===== config.mk =====
export PLATFORM = sky130hd
export DESIGN_NAME = adc_frame_ctrl
export DESIGN_NICKNAME = d
export VERILOG_FILES = /design/src/rtl/pfb_ctrl_pkg.sv /design/src/rtl/frame_out_reg.sv /design/src/rtl/adc_frame_ctrl.sv
export SDC_FILE = /design/constraint.sdc
export NUM_CORES = 1
export LEC_CHECK = 0
export CAP_MARGIN = 25
export CORE_UTILIZATION = 46
export CTS_BUF_LIST = sky130_fd_sc_hd__clkbuf_4 sky130_fd_sc_hd__clkbuf_8 sky130_fd_sc_hd__clkbuf_16
export DETAILED_ROUTE_END_ITERATION = 16
export PLACE_DENSITY = 0.79
export SETUP_SLACK_MARGIN = 0.4
export SLEW_MARGIN = 10
export SYNTH_ARGS = -nofsm -noshare
export SYNTH_HDL_FRONTEND = slang
export SYNTH_SLANG_ARGS = --single-unit

===== constraint.sdc =====
create_clock -name clk -period 2.7 [get_ports clk]
set_input_delay 0.54 -clock clk [delete_from_list [all_inputs] [get_ports clk]]
set_output_delay 0.54 -clock clk [all_outputs]
set_load 0.02 [all_outputs]

===== src/rtl/pfb_ctrl_pkg.sv =====
// pfb_ctrl_pkg: shared types and helpers for the ADC-to-PFB frame controller
package pfb_ctrl_pkg;
  typedef enum logic [1:0] {IDLE, RUN, RESYNC, DRAIN} frame_ctrl_state_t;
  localparam int FFT_LEN_DEF = 64;
  localparam int IDX_W = $clog2(FFT_LEN_DEF);
  function automatic logic [31:0] sat_inc(input logic [31:0] cnt, input logic [31:0] max);
    return (cnt == max) ? cnt : cnt + 32'd1;
  endfunction
endpackage


===== src/rtl/frame_out_reg.sv =====
// frame_out_reg: 1-deep axis holding register between ADC capture and the PFB
module frame_out_reg #(
  parameter int DW = 32
) (
  input  logic          clk,
  input  logic          rstn,
  input  logic          load,
  input  logic [DW-1:0] din,
  input  logic          din_last,
  input  logic          m_ready,
  output logic          full,
  output logic [DW-1:0] data,
  output logic          last
);
  // load wins over unload so a simultaneous load/unload keeps the slot occupied
  always_ff @(posedge clk or negedge rstn)
    if (!rstn) begin
      full <= 1'b0;
      data <= '0;
      last <= 1'b0;
    end else if (load) begin
      full <= 1'b1;
      data <= din;
      last <= din_last;
    end else if (m_ready) begin
      full <= 1'b0;
      last <= 1'b0;
    end
endmodule


===== src/rtl/adc_frame_ctrl.sv =====
// adc_frame_ctrl: frames the free-running ADC stream into FFT_LEN-sample PFB frames (stats under `ADC_FRAME_CTRL_STATS_EN)
module adc_frame_ctrl
  import pfb_ctrl_pkg::*;
#(
  parameter int TWID    = 16,
  parameter int FFT_LEN = 64,
  parameter int NFRM_W  = 16,
  parameter int DROP_W  = 16
) (
  input  logic                clk,
  input  logic                rstn,
  input  logic                start,
  input  logic                stop,
  input  logic [NFRM_W-1:0]   num_frames,
  output logic                adc_en,
  input  logic [2*TWID-1:0]   s_axis_tdata,
  input  logic                s_axis_tvalid,
  output logic                s_axis_tready,
  output logic [2*TWID-1:0]   m_axis_tdata,
  output logic                m_axis_tvalid,
  output logic                m_axis_tlast,
  input  logic                m_axis_tready,
  output logic                busy,
  output logic                done,
  output logic                overflow,
  output logic [NFRM_W-1:0]   frame_cnt,
  output logic [DROP_W-1:0]   drop_cnt
);
  localparam int IW = $clog2(FFT_LEN);
  frame_ctrl_state_t state, state_n;
  logic [IW-1:0] idx;
  logic [NFRM_W-1:0] nfrm, loaded;
  logic stop_pend, beat, wrap, load, drop, last_load, stop_n, hit, start_ok;
  assign s_axis_tready = state == RUN || state == RESYNC;
  assign adc_en = s_axis_tready;
  assign busy = state != IDLE;
  assign beat = s_axis_tvalid & s_axis_tready;
  assign wrap = idx == IW'(FFT_LEN - 1);
  assign load = beat && state == RUN && (!m_axis_tvalid || m_axis_tready);
  assign drop = beat && !load;
  assign last_load = load && wrap;
  assign stop_n = stop_pend | stop;
  assign hit = nfrm != '0 && (loaded + NFRM_W'(1)) == nfrm;
  assign start_ok = state == IDLE && start;
  frame_out_reg #(.DW(2*TWID)) u_out (
    .clk     (clk),
    .rstn    (rstn),
    .load    (load),
    .din     (s_axis_tdata),
    .din_last(wrap),
    .m_ready (m_axis_tready),
    .full    (m_axis_tvalid),
    .data    (m_axis_tdata),
    .last    (m_axis_tlast)
  );
  // next state: a frame only closes on its last sample, so DRAIN is entered at wrap points
  always_comb begin
    state_n = state;
    unique case (state)
      IDLE:    state_n = start ? RUN : IDLE;
      RUN:     state_n = (last_load && (stop_n || hit)) ? DRAIN : drop ? RESYNC : RUN;
      RESYNC:  state_n = (beat && wrap) ? (stop_n ? DRAIN : RUN) : RESYNC;
      DRAIN:   state_n = m_axis_tvalid ? DRAIN : IDLE;
    endcase
  end
  // state register, sample index, frame bookkeeping and sticky overflow
  always_ff @(posedge clk or negedge rstn)
    if (!rstn) begin
      state     <= IDLE;
      idx       <= '0;
      nfrm      <= '0;
      loaded    <= '0;
      stop_pend <= 1'b0;
      overflow  <= 1'b0;
      done      <= 1'b0;
    end else begin
      state <= state_n;
      done  <= state == DRAIN && !m_axis_tvalid;
      if (start_ok) begin
        idx       <= '0;
        nfrm      <= num_frames;
        loaded    <= '0;
        stop_pend <= 1'b0;
        overflow  <= 1'b0;
      end else begin
        if (beat) idx <= idx + 1'b1;
        if (last_load) loaded <= loaded + NFRM_W'(1);
        if (drop) overflow <= 1'b1;
        stop_pend <= (state_n == IDLE) ? 1'b0 : stop_pend | (stop & s_axis_tready);
      end
    end
`ifdef ADC_FRAME_CTRL_STATS_EN
  // completed-frame and saturating drop statistics, restarted by an accepted start
  always_ff @(posedge clk or negedge rstn)
    if (!rstn) begin
      frame_cnt <= '0;
      drop_cnt  <= '0;
    end else if (start_ok) begin
      frame_cnt <= '0;
      drop_cnt  <= '0;
    end else begin
      if (m_axis_tvalid && m_axis_tready && m_axis_tlast) frame_cnt <= frame_cnt + NFRM_W'(1);
      if (drop) drop_cnt <= DROP_W'(sat_inc(32'(drop_cnt), 32'({DROP_W{1'b1}})));
    end
`else
  assign frame_cnt = '0;
  assign drop_cnt  = '0;
`endif
endmodule


=== Word level (Yosys, flattened, before mapping) ===
Index checks and enable logic that the tools add are counted.

* Bits in registers: 77
* Input bits: 54
* Output and inout bits: 71
* Logic and storage cells: 61

* $add $sub $neg: 2
* Eq/ne operators: 5
* Mux-type cells: 18
* Bitwise gates (word level): 4
* Reduce and logical (&&, ||, !) cells: 22

{| class="wikitable"
|+ Operators by type and width
! kind !! count
|-
| $mux W16 || 2
|-
| $add A16 B1 Y16 const B || 1
|-
| $eq A16 B16 Y1 || 1
|-
| $reduce_bool A16 Y1 || 1
|-
| $mux W6 || 2
|-
| $mux W2 || 5
|-
| $reduce_bool A2 Y1 || 5
|-
| $logic_and A1 B1 Y1 || 9
|-
| $mux W1 || 8
|-
| $pmux W2 S4 || 1
|-
| $add A6 B1 Y6 const B || 1
|-
| $eq A6 B6 Y1 const B || 1
|-
| $eq A2 B2 Y1 const B || 2
|-
| $logic_not A2 Y1 || 2
|-
| $logic_or A1 B1 Y1 || 3
|-
| $and A1 B1 Y1 || 2
|-
| $eq A2 B1 Y1 const B || 1
|-
| $logic_not A1 Y1 || 2
|-
| $or A1 B1 Y1 || 2
|}

=== Depth between registers and ports, before layout ===
* Depth in word-level cells: 13
* Depth in mapped cells: 9
* Depth with buffers taken out: 8

=== Modules after synthesis ===
Synthesis repeated with hierarchy kept, for this count alone.

* Cell total of the unflattened synthesis: 372
* Area total of the unflattened synthesis: 4182.8 µm²

{| class="wikitable"
|+ Modules (own cells, without submodules)
! module !! times used !! cells an instance !! area each (µm²) !! seq. area each (µm²)
|-
| adc_frame_ctrl || 1 || 298 || 2780.2 || 1076.0
|-
| frame_out_reg || 1 || 74 || 1402.6 || 850.8
|}

=== Worst setup path before layout ===
No wires, ideal clock.

* Path kind: flip-flop to flip-flop
* From: register state[0]
* To: register stop_pend
* Setup time: 111 ps
* Data arrival time: 2505 ps
* Data required time: 2589 ps
* Setup slack: 84 ps
* Stages on the path, launching flop included: 9
* Path buffers: 0
* Clock period less this slack: 2616 ps
* Cell sequence: dfrtp_1 inv_1 ha_1 nand3_1 nor4_2 nand4_4 a2111oi_4 o2111ai_2 a2111oi_2

* Cells in the longest elaborated chain, start to end: 13
* Elaborated cells between the ends (all ways): 23
* Classes of those cells: 3 x eq/ne; 6 x mux; 3 x bitwise; 11 x reduce/logical

{| class="wikitable"
|+ Ends and longest elaborated chain
! what !! line !! source
|-
| start, declared || adc_frame_ctrl.sv:30 || <nowiki>frame_ctrl_state_t state, state_n;</nowiki>
|-
| start signal, assigned || adc_frame_ctrl.sv:77 || <nowiki>state <= state_n;</nowiki>
|-
| $eq A2 B1 Y1 or $eq A2 B2 Y1 (tied branches) || adc_frame_ctrl.sv:34 || <nowiki>assign s_axis_tready = state == RUN || state == RESYNC;</nowiki>
|-
| $logic_or A1 B1 Y1 (*) || adc_frame_ctrl.sv:34 ||
|-
| named net adc_en || adc_frame_ctrl.sv:15 || <nowiki>output logic adc_en,</nowiki>
|-
| $and A1 B1 Y1 || adc_frame_ctrl.sv:37 || <nowiki>assign beat = s_axis_tvalid & s_axis_tready;</nowiki>
|-
| $logic_and A1 B1 Y1 (2 in series) || adc_frame_ctrl.sv:39 || <nowiki>assign load = beat && state == RUN && (!m_axis_tvalid || m_axis_tready);</nowiki>
|-
| $logic_not A1 Y1 || adc_frame_ctrl.sv:40 || <nowiki>assign drop = beat && !load;</nowiki>
|-
| $logic_and A1 B1 Y1 || adc_frame_ctrl.sv:40 ||
|-
| $mux W2 (2 in series) || adc_frame_ctrl.sv:61 || <nowiki>RUN: state_n = (last_load && (stop_n || hit)) ? DRAIN : drop ? RESYNC : RUN;</nowiki>
|-
| $pmux W2 S4 || adc_frame_ctrl.sv:59 || <nowiki>unique case (state)</nowiki>
|-
| $logic_not A2 Y1 || adc_frame_ctrl.sv:89 || <nowiki>stop_pend <= (state_n == IDLE) ? 1'b0 : stop_pend | (stop & s_axis_tready);</nowiki>
|-
| $mux W1 (*) || adc_frame_ctrl.sv:89 ||
|-
| $mux W1 (*) || adc_frame_ctrl.sv:79 || <nowiki>if (start_ok) begin</nowiki>
|-
| end signal, assigned || adc_frame_ctrl.sv:89 ||
|-
| end, declared || adc_frame_ctrl.sv:33 || <nowiki>logic stop_pend, beat, wrap, load, drop, last_load, stop_n, hit, start_ok;</nowiki>
|}

Mark *: on every way through the listed nets, which the timed path passes. The rest lies on a longest branch.
A chain may end at the register's enable or synchronous reset.

=== Worst setup path after layout ===
* From: register loaded[1]
* To: register stop_pend

* Cells in the longest elaborated chain, start to end: 10

{| class="wikitable"
|+ Ends and longest elaborated chain
! what !! line !! source
|-
| start, declared || adc_frame_ctrl.sv:32 || <nowiki>logic [NFRM_W-1:0] nfrm, loaded;</nowiki>
|-
| start signal, assigned || adc_frame_ctrl.sv:87 || <nowiki>if (last_load) loaded <= loaded + NFRM_W'(1);</nowiki>
|-
| $add A16 B1 Y16 || adc_frame_ctrl.sv:43 || <nowiki>assign hit = nfrm != '0 && (loaded + NFRM_W'(1)) == nfrm;</nowiki>
|-
| $eq A16 B16 Y1 || adc_frame_ctrl.sv:43 ||
|-
| $logic_and A1 B1 Y1 || adc_frame_ctrl.sv:43 ||
|-
| $logic_or A1 B1 Y1 || adc_frame_ctrl.sv:61 ||
|-
| $logic_and A1 B1 Y1 || adc_frame_ctrl.sv:61 ||
|-
| $mux W2 || adc_frame_ctrl.sv:61 ||
|-
| $pmux W2 S4 || adc_frame_ctrl.sv:59 ||
|-
| $logic_not A2 Y1 || adc_frame_ctrl.sv:89 ||
|-
| $mux W1 || adc_frame_ctrl.sv:89 ||
|-
| $mux W1 || adc_frame_ctrl.sv:79 ||
|}

No other way between the ends.

==> qor.csv <==
stage;metric;value;unit
timing;minimum clock period;2350;ps
yosys;Synth cell types;47;
critical_path;Critical Path RT;2960;ps
timing;Hold Slack;102;ps
critical_path;crit path capture type;register;
drt;vias;3142;
timing;Setup TNS;0;ps
drt;Iter 0 DRT Violations;261;
placed_design;placed insts;565;
critical_path;arrival time worst endpoint;2610;ps
clock_tree;clock tree sinks;77;
outcome;outcome;completed;
critical_path;worst r2r dst;stop_pend;
critical_path;Worst Reg-to-Reg Cells;8;
drt;routed len/inst;15.7;um
floorplanning;area of the core;8680;um^2
drt;Vias/cell;5.29;
placed_design;HPWL Detailed;6750;um
yosys;Mapped Area;4090;um^2
yosys;Synth area leaders;dfrtp_1 47%, mux2_2 13%, buf_4 6.1%;
floorplanning;Die ar.;9270;um^2
grt;Total GRT Usage;22.0;%
yosys;post-synthesis register bit count;77;
power;Pwr Density;941;nW/um^2
yosys;post-synth top area share;47.1;%
finish;final cell count without fillers;594;
finish;most common cell after layout, fill and taps aside;clkdlybuf4s50_1;
grt;largest net degree at the start of global routing;48;
timing;period utilization;87.2;%
timing;Slew Limit Fails;0;
critical_path;r2r setup slk;350;ps
yosys;synth warn;0;
worst_hold_path;Tightest Hold Check Type;in -> async;
placed_design;count of buffers from port buffering;92;
yosys;top cell type by total area after synthesis;dfrtp_1;
yosys;Synth Area per Inst;11.0;um^2
timing;fmax;0.425;GHz
yosys;register area share after synthesis;47.1;%
clock_tree;clock buffer depth;2;
clock_tree;hold buffers post-CTS;0;
critical_path;worst r2r src;loaded[1];
placed_design;GP Congestion;0.915;
finish;Fillers;657;
power;Pleak;2.21;nW
floorplanning;Initial Util;47.1;%
drt;drc violations;0;
critical_path;startpoint types;register;
timing;measured slew at the worst slew-check pin;544;ps
finish;commonest non-fill, non-tap cells in the layout;89 x clkdlybuf4s50_1, 69 x dfrtp_1, 48 x mux2_2;
timing;Slew HR;63.2;%
clock_tree;H-tree lvl count;3;
finish;final-stage net count;543;
yosys;Syn Inst Count;373;
floorplanning;die height;96.3;um
floorplanning;I/O pins;125;
clock_tree;CTS tree;yes;
clock_tree;Root Driver;clkbuf_8;
finish;fraction of layout cells with a size suffix above 1;26.7;%
timing;RSZ-0062 raised after global routing;true;
clock_tree;Worst-path clk slew;80;ps
power;Peak VDD IR;0.641;mV
timing;final hold viol count;0;
drt;Routed Antenna Nets;0;
critical_path;Critical Setup Path Class;reg -> reg;
critical_path;Crit Path Max Fanout;4;
finish;Area Overhead vs Synth;34.2;%
floorplanning;die width;96.3;um
timing;clk_skew;13.5;ps
grt;initial antenna violation count;0;
finish;# diodes;0;
drt;DR pass1 iterations;4;
grt;number of global-route vias before repair;3124;
run;max-capacitance violation count;0;
grt;first-pass GRT wire length;15200;um
grt;total grt overflow;0;
clock_tree;TritonCTS Buffers;9;
timing;Final setup viols;0;
floorplanning;num rows;34;
drt;drt total wl;9330;um
clock_tree;Clk Latency, worst-skew pair;360;ps
timing repair:
action                                  in CTS  in global routing
resized for setup                            8                 18
pin swaps                                    0                 13
cloned                                       0                  0
endpoints found under the setup margin       4                  5
setup buffers                                0                 14
logic make-up after synthesis:
group | count (synthesis) | synth area share [%]
buf+inv | 58 | 8.54
flops | 77 | 47.1
xor+xnor | 38 | 8.14
other cells | 1 | 0.0917
mux | 48 | 13.2
simple gates | 111 | 14.2
compound gates | 33 | 6.52
fa+ha+maj | 7 | 2.14
sequential cells by signal, summed over array words and instances (netlist names):
name,cells
stop_pend,1
done,1
overflow,1
nfrm,16
state,2
loaded,16
idx,6
u_out.full,1
u_out.last,1
u_out.data,32
worst max-delay path: stages, from the launching register on:
cell and delay (ps):
dfrtp_2 440, ha_4 190, buf_4 140, o21ba_2 220, a221oi_2 300, o22ai_2 140
a2111oi_4 290, o2111ai_2 170, a2111oi_2 370
layout make-up:
type / instances / area [um^2] / area share [%]
Clock inverter: 4 / 47.5 / 0.866
Tap cell: 108 / 135 / 2.46
Sequential cell: 77 / 1940 / 35.3
Timing Repair Buffer: 118 / 1140 / 20.8
Clock buffer: 11 / 151 / 2.76
Inverter: 7 / 26.3 / 0.479
Multi-Input combinational cell: 269 / 2050 / 37.4
layer usage:
metal  GRT usage [%]  vias up  part of all wire (%)
met5               0        -                     0
met2            35.6      159                    48
met4            8.08        0                   2.3
li1                -     1449                     -
met3            8.93       19                    10
met1            26.2     1515                    40
worst max-delay path by stage:
stage,startpoint,end,slack (ps),depth (start not counted)
floorplan,loaded[1],stop_pend,400,7
finish,loaded[1],stop_pend,350,8
CTS,loaded[1],stop_pend,320,7
global placement,s_axis_tvalid,loaded[15],100,7
global route,loaded[1],stop_pend,210,8
detailed placement,s_axis_tvalid,stop_pend,60,8
cells in the mapped netlist, drive strengths merged:
library cell and n:
dfrtp 77, mux2 48, buf 41, nor2 35, xnor2 27, nand2 22, nand3 11, xor2 11
clkbuf 10, a21oi 8, ha 7, inv 7, nand4 7, nor4 7, nor3 6, o21ai 5
nor2b 4, or3 4, a2111oi 3, a31oi 3, and4 3, o22ai 3, a221oi 2, and2 2
and3 2, nand2b 2, or2 2, or4 2, a211oi 1, a221o 1, a222oi 1, a311oi 1
conb 1, nand3b 1, nor4b 1, o2111a 1, o2111ai 1, o21ba 1, o311ai 1, o31ai 1
report_power, final:
group | internal (mW) | switching [mW]
logic | 1.23 | 1.13
registers | 1.58 | 0.340
clock network | 0.469 | 0.414
total | 3.28 | 1.88
through the flow:
stage                     total power, mW  worst slack, ps  util (%)  cell area [um^2]
final                                5.16              347      63.2              5490
after floorplan                      3.30              395         -              4260
after detailed placement             4.26             63.3      58.8              5100
after global routing                 5.46              206      63.2              5490
after global placement               4.21              103      58.8              5100
after CTS                            5.15              323      61.2              5310
Power figures use the tool's default switching activity.
